$ cat config.mk
export PLATFORM = sky130hd
export DESIGN_NAME = reset_requester
export DESIGN_NICKNAME = d
export VERILOG_FILES = /design/src/rtl/reset_requester.sv
export SDC_FILE = /design/constraint.sdc
export NUM_CORES = 1
export LEC_CHECK = 0
export BUFFER_PORTS_ARGS = -buffer_cell sky130_fd_sc_hd__buf_2
export CORE_UTILIZATION = 46
export CTS_CLUSTER_SIZE = 10
export DETAILED_ROUTE_END_ITERATION = 16
export GPL_TIMING_DRIVEN = 0
export PLACE_DENSITY_LB_ADDON = 0.1
export RECOVER_POWER = 100
export REMOVE_ABC_BUFFERS = 1
export SYNTH_ARGS = -nofsm -noshare
export SYNTH_HDL_FRONTEND = slang
export SYNTH_SLANG_ARGS = --single-unit
export TNS_END_PERCENT = 10
$ cat constraint.sdc
create_clock -name clk -period 6.2 [get_ports clk]
set_input_delay 1.24 -clock clk [delete_from_list [all_inputs] [get_ports clk]]
set_output_delay 1.24 -clock clk [all_outputs]
set_load 0.05 [all_outputs]
$ cat src/rtl/reset_requester.sv
// Reset request initiator: merges user, config-change and watchdog requests into
// fixed-width active-low reset pulses, then confirms downstream release with a timeout.
//
// state        | meaning
// S_IDLE       | waiting for a pending request; watchdog may run
// S_ASSERT     | rst_req_n driven low for PULSE_LEN cycles
// S_WAIT_READY | pulse released; waiting for ready to drop and return high
// S_HOLDOFF    | quiet period after done/timeout before the next pulse
module reset_requester #(
  parameter int PULSE_LEN     = 16,
  parameter int READY_TIMEOUT = 1024,
  parameter int HOLDOFF       = 64,
  parameter int WDT_LEN       = 1048576,
  parameter int CNT_W         = 21
) (
  input  logic       clk,
  input  logic       rst,
  input  logic       req,
  input  logic       cfg_change,
  input  logic       wdt_en,
  input  logic       wdt_kick,
  input  logic       ready_in,
  output logic       rst_req_n,
  output logic       busy,
  output logic       done,
  output logic       timeout_err,
  output logic [2:0] cause
);

  typedef enum logic [1:0] {
    S_IDLE,
    S_ASSERT,
    S_WAIT_READY,
    S_HOLDOFF
  } state_t;

  localparam logic [CNT_W-1:0] CNT_ONE      = CNT_W'(1);
  localparam logic [CNT_W-1:0] PULSE_LAST   = CNT_W'(PULSE_LEN - 1);
  localparam logic [CNT_W-1:0] TIMEOUT_LAST = CNT_W'(READY_TIMEOUT - 1);
  localparam logic [CNT_W-1:0] HOLDOFF_LAST = CNT_W'(HOLDOFF - 1);
  localparam logic [CNT_W-1:0] WDT_LAST     = CNT_W'(WDT_LEN - 1);

  state_t           state_q, state_d;
  logic [CNT_W-1:0] cnt_q, cnt_d;
  logic [2:0]       pending_q, pending_d;
  logic [2:0]       cause_d;
  logic             timeout_d;
  logic             seen_low_q, seen_low_d;
  logic             ready_meta, ready_sync;
  logic [CNT_W-1:0] wdt_cnt;
  logic             wdt_fire;
  logic             wdt_run;
  logic [2:0]       req_acc;

  // ready_in comes from another reset domain; two-flop synchroniser.
  always_ff @(posedge clk) begin
    if (rst) begin
      ready_meta <= 1'b0;
      ready_sync <= 1'b0;
    end else begin
      ready_meta <= ready_in;
      ready_sync <= ready_meta;
    end
  end

  assign wdt_run = wdt_en && (state_q == S_IDLE) && (pending_q == 3'b000);

  // wdt_fire is registered, so the request lands one cycle after the terminal count.
  always_ff @(posedge clk) begin
    if (rst) begin
      wdt_cnt  <= '0;
      wdt_fire <= 1'b0;
    end else begin
      wdt_fire <= wdt_run && !wdt_kick && (wdt_cnt == WDT_LAST);
      if (!wdt_run || wdt_kick || (wdt_cnt == WDT_LAST)) begin
        wdt_cnt <= '0;
      end else begin
        wdt_cnt <= wdt_cnt + CNT_ONE;
      end
    end
  end

  assign req_acc = pending_q | {wdt_fire, cfg_change, req};

  always_ff @(posedge clk) begin
    if (rst) begin
      state_q     <= S_ASSERT;
      cnt_q       <= '0;
      pending_q   <= 3'b000;
      cause       <= 3'b000;
      timeout_err <= 1'b0;
      seen_low_q  <= 1'b0;
    end else begin
      state_q     <= state_d;
      cnt_q       <= cnt_d;
      pending_q   <= pending_d;
      cause       <= cause_d;
      timeout_err <= timeout_d;
      seen_low_q  <= seen_low_d;
    end
  end

  always_comb begin
    state_d    = state_q;
    cnt_d      = cnt_q;
    pending_d  = req_acc;
    cause_d    = cause;
    timeout_d  = timeout_err;
    seen_low_d = seen_low_q;
    done       = 1'b0;

    case (state_q)
      S_IDLE: begin
        // Same-cycle requests are folded into cause via req_acc.
        if (req_acc != 3'b000) begin
          cause_d    = req_acc;
          pending_d  = 3'b000;
          cnt_d      = '0;
          timeout_d  = 1'b0;
          seen_low_d = 1'b0;
          state_d    = S_ASSERT;
        end
      end

      S_ASSERT: begin
        seen_low_d = seen_low_q | !ready_sync;
        if (cnt_q == PULSE_LAST) begin
          cnt_d   = '0;
          state_d = S_WAIT_READY;
        end else begin
          cnt_d = cnt_q + CNT_ONE;
        end
      end

      S_WAIT_READY: begin
        seen_low_d = seen_low_q | !ready_sync;
        // A ready that never dropped is stale and must not count as release.
        if (seen_low_q && ready_sync) begin
          done    = 1'b1;
          cnt_d   = '0;
          state_d = S_HOLDOFF;
        end else if (cnt_q == TIMEOUT_LAST) begin
          timeout_d = 1'b1;
          cnt_d     = '0;
          state_d   = S_HOLDOFF;
        end else begin
          cnt_d = cnt_q + CNT_ONE;
        end
      end

      S_HOLDOFF: begin
        if (cnt_q == HOLDOFF_LAST) begin
          cnt_d   = '0;
          state_d = S_IDLE;
        end else begin
          cnt_d = cnt_q + CNT_ONE;
        end
      end

      default: begin
        state_d = S_IDLE;
        cnt_d   = '0;
      end
    endcase
  end

  assign rst_req_n = (state_q != S_ASSERT);
  assign busy      = (state_q != S_IDLE);

endmodule

Word-level counts from Yosys, hierarchy flattened

Index checks and enable logic that the tools add are counted.

Bitwise gates (word level): 2
Eq/ne operators: 14
Reductions and logical operators: 22
Add/subtract/negate cells: 2
Multiplexer cells: 21

Operators by type and width:

| cell                                                              | number |
|---|---|
| 21-bit 2-to-1 mux                                                 | 5 |
| 21-bit one-hot mux with 4 select lines                            | 1 |
| 21-bit by 1-bit adder with 21-bit output, second input constant   | 2 |
| 21-bit by 10-bit == test with 1-bit output, second input constant | 1 |
| 21-bit by 20-bit == test with 1-bit output, second input constant | 1 |
| 21-bit by 4-bit == test with 1-bit output, second input constant  | 1 |
| 21-bit by 6-bit == test with 1-bit output, second input constant  | 1 |
| 2-bit 2-to-1 mux                                                  | 5 |
| 2-bit != test, second input constant                              | 4 |
| 2-bit one-hot mux with 4 select lines                             | 1 |
| 4-bit AND reduction                                               | 2 |
| 3-bit 2-to-1 mux                                                  | 2 |
| 2-bit nonzero test                                                | 3 |
| 1-bit logical AND                                                 | 5 |
| 1-bit 2-to-1 mux                                                  | 5 |
| 2-bit == test, second input constant                              | 2 |
| 2-bit by 1-bit != test with 1-bit output, second input constant   | 2 |
| 1-bit one-hot mux with 2 select lines                             | 2 |
| 2-bit AND reduction                                               | 2 |
| 2-bit OR reduction                                                | 2 |
| 1-bit logical NOT                                                 | 3 |
| 3-bit logical NOT                                                 | 1 |
| 3-bit != test, second input constant                              | 1 |
| 3-bit OR                                                          | 1 |
| 5 further kinds                                                   | 6 |

Input bits: 7
Register bits after elaboration: 55

Logic depth before layout (Yosys ltp)

Gate-level depths: netlist of run 1.

Depth in word-level cells: 7
Mapped depth: 9

Worst setup path before layout of run 1

Ideal clock, no wire load.

Path kind: input -> register
Start point: input port req
End point: register cnt_q[17]
Path buffers: 0
Arrival: 2.283 ns
Slack: 3.830 ns
Data required time: 6.113 ns
Stages: 5
Cells stage by stage: nor2_1 > nand3_1 > nor3_1 > a22oi_1 > o31ai_1

Longest elaborated chain between the ends: 3

Ends and longest elaborated chain:

| element                                            | RTL line | text |
|---|---|---|
| start, declared                                    | 18       | `input logic req,` |
| 3-bit OR                                           | 83       | `assign req_acc = pending_q \| {wdt_fire, cfg_change, req};` |
| 3-bit nonzero test                                 | 115      | `if (req_acc != 3'b000) begin` |
| 2-bit by 1-bit != test with 1-bit output (no line) | --       |  |
| end signal, assigned                               | 95       | `cnt_q <= cnt_d;` |
| end, declared                                      | 44       | `logic [CNT_W-1:0] cnt_q, cnt_d;` |

No other way between the ends.
A chain may end at the register's enable or synchronous reset.

==> results of run 1 <==
[flip-flops by register name, indices dropped and copies added (netlist names)]
register     cells
wdt_cnt         21
ready_meta       1
wdt_fire         1
pending_q        3
state_q          2
cnt_q           21
ready_sync       1
seen_low_q       1
cause            3
timeout_err      1
[report_power, final]
| group | total (W) | switching (W) | internal [W] |
|---|---|---|---|
| sequential | 0.000403 | 0.0000249 | 0.000378 |
| clock | 0.000202 | 0.000120 | 0.0000819 |
| combinational | 0.000238 | 0.000168 | 0.0000707 |
[synth_stat cells, drive strengths merged, types with 4 or more instances]
cell type | instances | share of area
clkbuf | 5 | 0.0073
nor3 | 14 | 0.027
and3 | 11 | 0.027
nand4 | 7 | 0.017
nor2 | 40 | 0.059
dfxtp | 55 | 0.43
o31ai | 5 | 0.019
o21ai | 13 | 0.025
a21oi | 11 | 0.021
nor4 | 7 | 0.017
xor2 | 13 | 0.044
o21a | 4 | 0.012
nand3 | 18 | 0.035
inv | 12 | 0.018
xnor2 | 8 | 0.027
a31oi | 14 | 0.034
nand2 | 33 | 0.049
ha | 6 | 0.029
[layer usage]
metal / share of wire / track usage / routed length (um) / up-vias
li1: - / - / - / 1124
met2: 0.48 / 0.3196 / 2345 / 18
met4: 0.014 / 0.06538 / 68 / 0
met5: 0 / 0 / 0 / -
met3: 0.019 / 0.03571 / 93 / 7
met1: 0.49 / 0.2192 / 2408 / 982
[worst min path at each step]
stage               start          to  slack [ns]
2_1_floorplan  ready_meta  ready_sync        0.41
3_3_place_gp   ready_meta  ready_sync        0.42
3_5_place_dp   ready_meta  ready_sync        0.43
4_1_cts        ready_meta  ready_sync        0.45
5_1_grt        ready_meta  ready_sync        0.48
6_report       ready_meta  ready_sync        0.45
[through the flow]
stage	setup slack (ns)	hold slack [ns]	area [sq um]	total power, W
floorplan	3.576	0.4138	2527	0.0005951
global placement	2.733	0.4184	2680	0.0006489
detailed placement	3.259	0.4291	2706	0.0006714
CTS	3.327	0.4521	2798	0.0008752
global route	2.705	0.4752	2758	0.0009002
finish	2.993	0.4499	2758	0.0008437
[cells by family (layout without fill, tap and decap cells)]
family / Yosys count / count (layout) / synth area share
and+or+nand+nor: 147 / 147 / 0.2828
AOI/OAI and AO/OA: 56 / 56 / 0.1429
DFF: 55 / 55 / 0.4291
xor gates and xnor gates: 21 / 21 / 0.07167
buffers and inverters: 20 / 34 / 0.03266
adders and majority gates: 6 / 6 / 0.02925
muxes: 3 / 3 / 0.01170
[worst reg2reg max path, cell delays in order (launching register included)]
cell      delay (ns)
dfxtp_1         0.36
ha_1            0.25
and4_1          0.27
nand3_1         0.17
o21ai_0         0.16
a311oi_1        0.36
clkbuf_1        0.81
nand2_1         0.26
o31ai_1         0.28
[cell type report]
cell class	count	area, sq um
Fill cell	526	2480
Multi-Input combinational cell	233	1374
Sequential cell	55	1101
Tap cell	70	87.58
Clock buffer	5	68.82
Timing Repair Buffer	14	58.81
Inverter	12	45.04
Clock inverter	3	22.52
==> reports/results.tsv, run 1 <==
metric	value	unit
reg2reg_depth	8	
synth_seq_cells	55	
critPathMaxStageDelay	0.81	ns
synth-main-ff-cell	dfxtp_1	
routedWlPerCell	12.54	um
grt_setup_unrepaired	no	
period_share	0.5173	
coreArea	0.005238	sq mm
grt_pass1_wl	8.852	mm
whs_path_depth	1	
drc_errors	0	
yosysSeqAreaShare	0.4291	
post-place-cells	384	
finalHoldViolations	0	
mostFrequentLayoutCells	dfxtp_1 (55), nor2_1 (40), nand2_1 (32)	
cts.reportedPaths.clkPinSlew	0.10	ns
end_kind	flop	
holdBufCountCts	0	
dieArea	0.005881	sq mm
tns	0	ns
io_buffers	13	
cp_top_family	buffers and inverters	
post-cts-setup-buffer-count	0	
finalMaxSlewViolations	0	
cts_tree	built	
drt_wl_total	4.914	mm
powerDensity	306.0	mW/mm^2
fp.dieH	76.69	um
syn_inst	308	
critical_path.startpoint	rst	
cp.depth	5	
status	completed	
diodes	0	
layout_commonest_cell	dfxtp_1	
skew	0.006167	ns
max_slew_margin	0.2877	
cp_slowest_cell	clkbuf_1	
h-tree-depth	2	
p_leak	0.9668	nW
grt_antenna_before_repair	0	
r2r_end	cnt_q[19]	
grt.total_usage	0.1822	
cp.required	6.42	ns
grt_max_degree	26	
dp_hpwl	3.484	mm
layout_min_cycle_time	3.207	ns
crit_top_cell	clkbuf_1	
final_antenna_net_count	0	
vias	2131	
first_pass_iters	4	
crit_fanout	25	
cp-start-kind	input pin	
r2r_setup_slack	3.21	ns
crit_path_end	cnt_q[19]	
initialDrtViolationCount	69	
async_flop_share	0	
grt_pass1_vias	2111	
yosysUniqueCellTypes	42	
die_w	76.69	um
ys_warn_count	0	
timing.rr.start	cnt_q[0]	
fmax	0.3118	GHz
rows	26	
vias_per_cell	5.436	
drv_cap	0	
final_util	0.5265	
syn_to_final_growth	7.460	%
drive_gt1_frac	0.06522	
instances_no_fill	392	
synth_edf_count	0	
syn_area	0.002566	sq mm
worstPathArrival	3.43	ns
cts.sinks	55	
start_util	0.4900	
irDropWorstVdd	198.7	uV
cts-root-buf	clkbuf_8	
finalSetupViolCount	0	
tightestPinTransition	1.060	ns
min_path_type	reg2reg	
globalplace.congestion	0.7854	
worstSetupPathType	in2reg	
fin_nets	334	
overflow	0	
syn_avg_cell_area	8.332	sq um
path_cells	clkbuf_1, a311oi_1, clkbuf_1, nand2_1, o31ai_1	
critPathBufInv	2	
post_cts_resized	0	
num_io_pins	14	
cts_made_buffers	5	
clock_latency	0.31	ns
clockBufferDepth	2	
(Power assumes the default switching activity.)
==> inputs of run 2 (changes only) <==
--- a/config.mk
+++ b/config.mk
@@ -5,6 +5,7 @@
 export SDC_FILE = /design/constraint.sdc
 export NUM_CORES = 1
 export LEC_CHECK = 0
+export ABC_AREA = 1
 export BUFFER_PORTS_ARGS = -buffer_cell sky130_fd_sc_hd__buf_2
 export CORE_UTILIZATION = 46
 export CTS_CLUSTER_SIZE = 10
==> constraint.sdc (replaced) <==
create_clock -name clk -period 3.02 [get_ports clk]
set_input_delay 0.604 -clock clk [delete_from_list [all_inputs] [get_ports clk]]
set_output_delay 0.604 -clock clk [all_outputs]
set_load 0.05 [all_outputs]
==> reports/results.tsv, run 2 <==
metric	value	unit	change
dp_hpwl	4.419	mm	was 3.484 mm
async_flop_share	0		unchanged
post-synth-top-count-cell	nand2_1		was dfxtp_1
skew	0.006752	ns	was 0.006167 ns
p_int	0.001061	W	was 0.0005310 W
syn_inst	467		was 308
clockBufferDepth	2		unchanged
largestRegisters	cnt_q x21, wdt_cnt x21		unchanged
p_comb_frac	0.269		was 0.282
yosysUniqueCellTypes	27		was 42
grt_antenna_before_repair	0		unchanged
crit_path_end	busy		was cnt_q[19]
powerDensity	525.8	mW/mm^2	was 306.0 mW/mm^2
worstPathArrival	2.09	ns	was 3.43 ns
synth.area.top_cells	dfxtp_1 (37%), nand2_1 (16%), nor2_1 (12%), a21oi_1 (6.7%), inv_1 (5.0%)		was dfxtp_1 (43%), nor2_1 (5.9%), nand2_1 (4.7%), xor2_1 (4.4%), nand3_1 (3.5%)
syn_to_final_growth	6.237	%	was 7.460%
grt_pass1_wl	10.87	mm	was 8.852 mm
clock_latency	0.31	ns	about the same
drc_errors	0		unchanged
final_antenna_net_count	0		unchanged
timing.rr.start	cnt_q[0]		unchanged
synth-main-ff-cell	dfxtp_1		unchanged
cts_tree	built		unchanged
diodes	0		unchanged
die_w	82.88	um	was 76.69 um
start_util	0.4739		was 0.4900
crit_top_cell	inv_1		was clkbuf_1
swShare	0.3685		was 0.3707
syn_area	0.003009	sq mm	was 0.002566 sq mm
critical_path.startpoint	state_q[0]		was rst
total_power	0.001681	W	was 0.0008437 W
synth_seq_cells	55		unchanged
globalplace.congestion	0.8241		was 0.7854
switching_power	0.0006195	W	was 0.0003128 W
pwr-share-clk	0.244		was 0.240
cts_made_buffers	5		unchanged
fmax	0.3708	GHz	
layout_min_cycle_time	2.697	ns	
post-place-cells	546		was 384
mostFrequentLayoutCells	nand2_1 (128), nor2_1 (95), dfxtp_1 (55)		was dfxtp_1 (55), nor2_1 (40), nand2_1 (32)
p_leak	1.139	nW	was 0.9668 nW
r2r_setup_slack	0.48	ns	was 3.21 ns
cts.reportedPaths.clkPinSlew	0.10	ns	about the same
finalSetupViolCount	0		unchanged
vias_per_cell	5.000		was 5.436
cts.sinks	55		unchanged
synth_top_area_cell	dfxtp_1		unchanged
cp-start-kind	flop		was input pin
cp.required	2.42	ns	was 6.42 ns
end_kind	output pin		was flop
coreArea	0.006350	sq mm	was 0.005238 sq mm
final_util	0.5034		was 0.5265
grt.total_usage	0.1862		was 0.1822
initialDrtViolationCount	107		was 69
finalMaxSlewViolations	0		unchanged
routedWlPerCell	11.28	um	was 12.54 um
max_slew_margin	0.1007		was 0.2877
grt_setup_unrepaired	no		unchanged
status	completed		unchanged
cts-root-buf	clkbuf_8		unchanged
first_pass_iters	4		unchanged
num_io_pins	14		unchanged
critPathMaxStageDelay	0.52	ns	was 0.81 ns
crit_fanout	18		was 25
yosys-top-cells-count	nand2_1 (128), nor2_1 (95), dfxtp_1 (55)		was dfxtp_1 (55), nor2_1 (40), nand2_1 (32)
period_share	0.8929		
grt_max_degree	29		was 26
instances_no_fill	554		was 392
cp_slowest_cell	clkbuf_1		unchanged
fp.dieH	82.88	um	was 76.69 um
layout_commonest_cell	nand2_1		was dfxtp_1
irDropWorstVdd	348.9	uV	was 198.7 uV
overflow	0		unchanged
h-tree-depth	2		unchanged
drv_cap	0		unchanged
io_buffers	13		unchanged
drive_gt1_frac	0.07128		was 0.06522
worstSetupPathType	reg2out		was in2reg
vias	2770		was 2131
synth_top_area_frac	0.3659		was 0.4291
min_path_type	reg2reg		unchanged
reg2reg_depth	10		was 8
tightestPinTransition	1.349	ns	was 1.060 ns
grt_pass1_vias	2525		was 2111
path_cells	inv_1, ha_2, inv_1, clkbuf_1		was clkbuf_1, a311oi_1, clkbuf_1, nand2_1, o31ai_1
synth_edf_count	0		unchanged
holdBufCountCts	0		unchanged
finalHoldViolations	0		unchanged
r2r_end	cnt_q[20]		was cnt_q[19]
ys_warn_count	0		unchanged
p_seq_frac	0.488		was 0.478
dieArea	0.006869	sq mm	was 0.005881 sq mm
yosysSeqAreaShare	0.3659		was 0.4291
syn_avg_cell_area	6.444	sq um	was 8.332 sq um
rows	29		was 26
fin_nets	489		was 334
drt_wl_total	6.248	mm	was 4.914 mm
-- run 2: power groups by stage --
stage | Sequential (W) | Combinational [W] | Clock [W]
floorplan | 0.000876 | 0.000299 | 0
global placement | 0.000834 | 0.000458 | 0
detailed placement | 0.000836 | 0.000467 | 0
CTS | 0.000820 | 0.000469 | 0.000431
global route | 0.000828 | 0.000501 | 0.000455
finish | 0.000820 | 0.000452 | 0.000409
-- run 2: what timing repair did --
action / in CTS / in global routing
setup endpoints to repair: 5 / 1
buffers inserted: 0 / 0
resized for setup: 1 / 1
-- run 2: final cells by class --
| type | count | area (sq um) |
|---|---|---|
| clock buffers | 6 | 72.57 |
| multi-input cells | 354 | 1668 |
| well taps | 77 | 96.34 |
| flip-flops and latches | 55 | 1101 |
| inverters | 46 | 172.7 |
| fillers | 681 | 3153 |
| repair buffers | 14 | 70.07 |
| clock inverters | 2 | 16.27 |
-- run 2: routing by layer --
metal / global-route usage / part of all wire / up-vias
met5: 0 / 0 / -
met4: 0.05172 / 0.010 / 0
met3: 0.02684 / 0.016 / 5
met2: 0.3286 / 0.47 / 14
met1: 0.2358 / 0.50 / 1259
li1: - / - / 1492
-- run 2: cells by family after synthesis --
group                    share of synthesized area
AO/OA/AOI/OAI                               0.1006
AND/OR/NAND/NOR                             0.3830
XOR/XNOR                                   0.04657
adder cells (fa/ha/maj)                    0.02495
buffers and inverters                      0.07900
flip-flops                                  0.3659
-- run 2: stage by stage --
| stage | hold slack [ns] | TNS, ns | cell area (sq um) | worst slack, ns |
|---|---|---|---|---|
| floorplan | 0.3883 | 0 | 2944 | 0.5781 |
| CTS | 0.4109 | 0 | 3217 | 0.1404 |
| global placement | 0.3899 | -5.441 | 3105 | -0.2856 |
| global route | 0.4243 | 0 | 3197 | 0.1819 |
| finish | 0.4069 | 0 | 3197 | 0.3234 |
| detailed placement | 0.3956 | -0.01500 | 3123 | -0.01500 |
-- run 2: worst min path at each step --
stage	start	end	slack (ns)	cells after the start
global route	ready_meta	ready_sync	0.42	2
finish	ready_meta	ready_sync	0.41	2
CTS	ready_meta	ready_sync	0.41	2
global placement	ready_meta	ready_sync	0.39	2
detailed placement	ready_meta	ready_sync	0.40	2
floorplan	ready_meta	ready_sync	0.39	2
-- run 2: critical path, delay by kind of cell, from the launching register on --
kind | cells | cell delay, ns
buffers and inverters | 3 | 1.05
adder cells (fa/ha/maj) | 1 | 0.32
flip-flops | 1 | 0.41
==> inputs of run 3 (changes only) <==
==> constraint.sdc (replaced) <==
create_clock -name clk -period 2.75 [get_ports clk]
set_input_delay 0.55 -clock clk [delete_from_list [all_inputs] [get_ports clk]]
set_output_delay 0.55 -clock clk [all_outputs]
set_load 0.05 [all_outputs]
==> reports/results.tsv, run 3 (synthesized netlist as in run 2, its figures left out) <==
metric	value	unit	change
status	completed		unchanged
grt_max_degree	29		unchanged
final_antenna_net_count	0		unchanged
h-tree-depth	2		unchanged
cts_made_buffers	5		unchanged
mostFrequentLayoutCells	nand2_1 (128), nor2_1 (97), dfxtp_1 (55)		was nand2_1 (128), nor2_1 (95), dfxtp_1 (55)
period_share	0.9107		
path_cells	inv_1, ha_2, inv_1, clkbuf_2		was inv_1, ha_2, inv_1, clkbuf_1
die_w	82.88	um	unchanged
cp-start-kind	flop		unchanged
dp_hpwl	4.419	mm	unchanged
crit_fanout	18		unchanged
fin_nets	489		unchanged
post-place-cells	546		unchanged
worstSetupPathType	reg2out		unchanged
grt_pass1_vias	2530		was 2525
rows	29		unchanged
finalInstanceArea	0.003187	sq mm	was 0.003197 sq mm
reg2reg_depth	8		was 10
end_kind	output pin		unchanged
instances_no_fill	554		unchanged
routedWlPerCell	11.29	um	was 11.28 um
tns	0	ns	unchanged
start_util	0.4739		unchanged
cp_top_family	buffers and inverters		unchanged
drv_cap	0		unchanged
io_buffers	13		unchanged
cp.required	2.20	ns	was 2.42 ns
fp.dieH	82.88	um	unchanged
fillers	682		was 681
total_power	0.001846	W	was 0.001681 W
finalSetupViolCount	0		unchanged
finalHoldViolations	0		unchanged
worstPathArrival	1.95	ns	was 2.09 ns
grt_pass1_wl	10.88	mm	was 10.87 mm
finalMaxSlewViolations	0		unchanged
cp_slowest_cell	inv_1		was clkbuf_1
cts_tree	built		unchanged
p_leak	1.140	nW	was 1.139 nW
syn_to_final_growth	5.904	%	was 6.237%
layout_commonest_cell	nand2_1		unchanged
final_util	0.5019		was 0.5034
cts-root-buf	clkbuf_8		unchanged
vias	2757		was 2770
grt.total_usage	0.1864		was 0.1862
min_path_type	reg2reg		unchanged
crit_top_cell	inv_1		unchanged
critPathBufInv	3		unchanged
clockBufferDepth	2		unchanged
globalplace.congestion	0.8241		unchanged
fmax	0.3993	GHz	
drive_gt1_frac	0.07128		unchanged
cp.depth	4		unchanged
powerDensity	579.1	mW/mm^2	was 525.8 mW/mm^2
max_slew_margin	0.1027		was 0.1007
num_io_pins	14		unchanged
critPathMaxStageDelay	0.45	ns	was 0.52 ns
grt_setup_unrepaired	no		unchanged
dieArea	0.006869	sq mm	unchanged
largestRegisters	cnt_q x21, wdt_cnt x21		unchanged
holdBufCountCts	0		unchanged
whs_path_depth	2		unchanged
drc_errors	0		unchanged
irDropWorstVdd	383.2	uV	was 348.9 uV
skew	0.007001	ns	was 0.006752 ns
coreArea	0.006350	sq mm	unchanged
layout_min_cycle_time	2.504	ns	
vias_per_cell	4.977		was 5.000
cts.sinks	55		unchanged
diodes	0		unchanged
cts.reportedPaths.clkPinSlew	0.10	ns	about the same
clock_latency	0.31	ns	about the same
overflow	0		unchanged
tightestPinTransition	1.346	ns	was 1.349 ns
drt_wl_total	6.252	mm	was 6.248 mm
initialDrtViolationCount	140		was 107
first_pass_iters	4		unchanged
grt_antenna_before_repair	0		unchanged
placed_area	0.003123	sq mm	unchanged
## run 3: path summary, 6_finish.rpt
path,startpoint,endpoint,slack [ns]
max,state_q[0],busy,0.25
max reg2reg,cnt_q[0],cnt_q[19],0.33
min reg2reg,ready_meta,ready_sync,0.41
min,ready_meta,ready_sync,0.41
## run 3: through the flow
stage	setup WS [ns]	hold slack (ns)
2_1_floorplan	0.3081	0.3883
3_3_place_gp	-0.5556	0.3899
3_5_place_dp	-0.2850	0.3956
4_1_cts	0.2217	0.4109
5_1_grt	0.05277	0.4243
6_report	0.2457	0.4069
## run 3: area by class of cell
class                           instances  area, sq um  area share
Clock buffer                            6        72.57     0.02277
Multi-Input combinational cell        354         1657      0.5198
Clock inverter                          2        16.27    0.005104
Tap cell                               77        96.34     0.03023
Inverter                               46        172.7     0.05418
Sequential cell                        55         1101      0.3455
Timing Repair Buffer                   14        71.32     0.02238
## run 3: power breakdown
group	internal, W	switching, W	total [W]
logic	0.000129	0.000367	0.000496
clock network	0.000184	0.000266	0.000449
registers	0.000852	0.0000487	0.000901
total	0.00116	0.000681	0.00185
## run 3: worst register-to-register path: stages, from the launching register on
cell and delay, ns:
dfxtp_1 0.42, ha_1 0.24, nand3_1 0.20, nor2_1 0.30
nand2_1 0.09, o21ai_1 0.27, nand3_2 0.46, nand2_1 0.20
a21oi_1 0.07
## run 3: metal layers
layer | GRT usage | vias to the layer above | wire length [um]
li1 | - | 1491 | -
met1 | 0.2358 | 1244 | 3155
met2 | 0.3294 | 18 | 2923
met3 | 0.02684 | 4 | 113
met4 | 0.05172 | 0 | 59
met5 | 0 | - | 0
## run 3: timing repair
action	4_1_cts	5_1_grt
endpoints found under the setup margin	21	0
buffers inserted	0	0
gates resized for setup	2	0
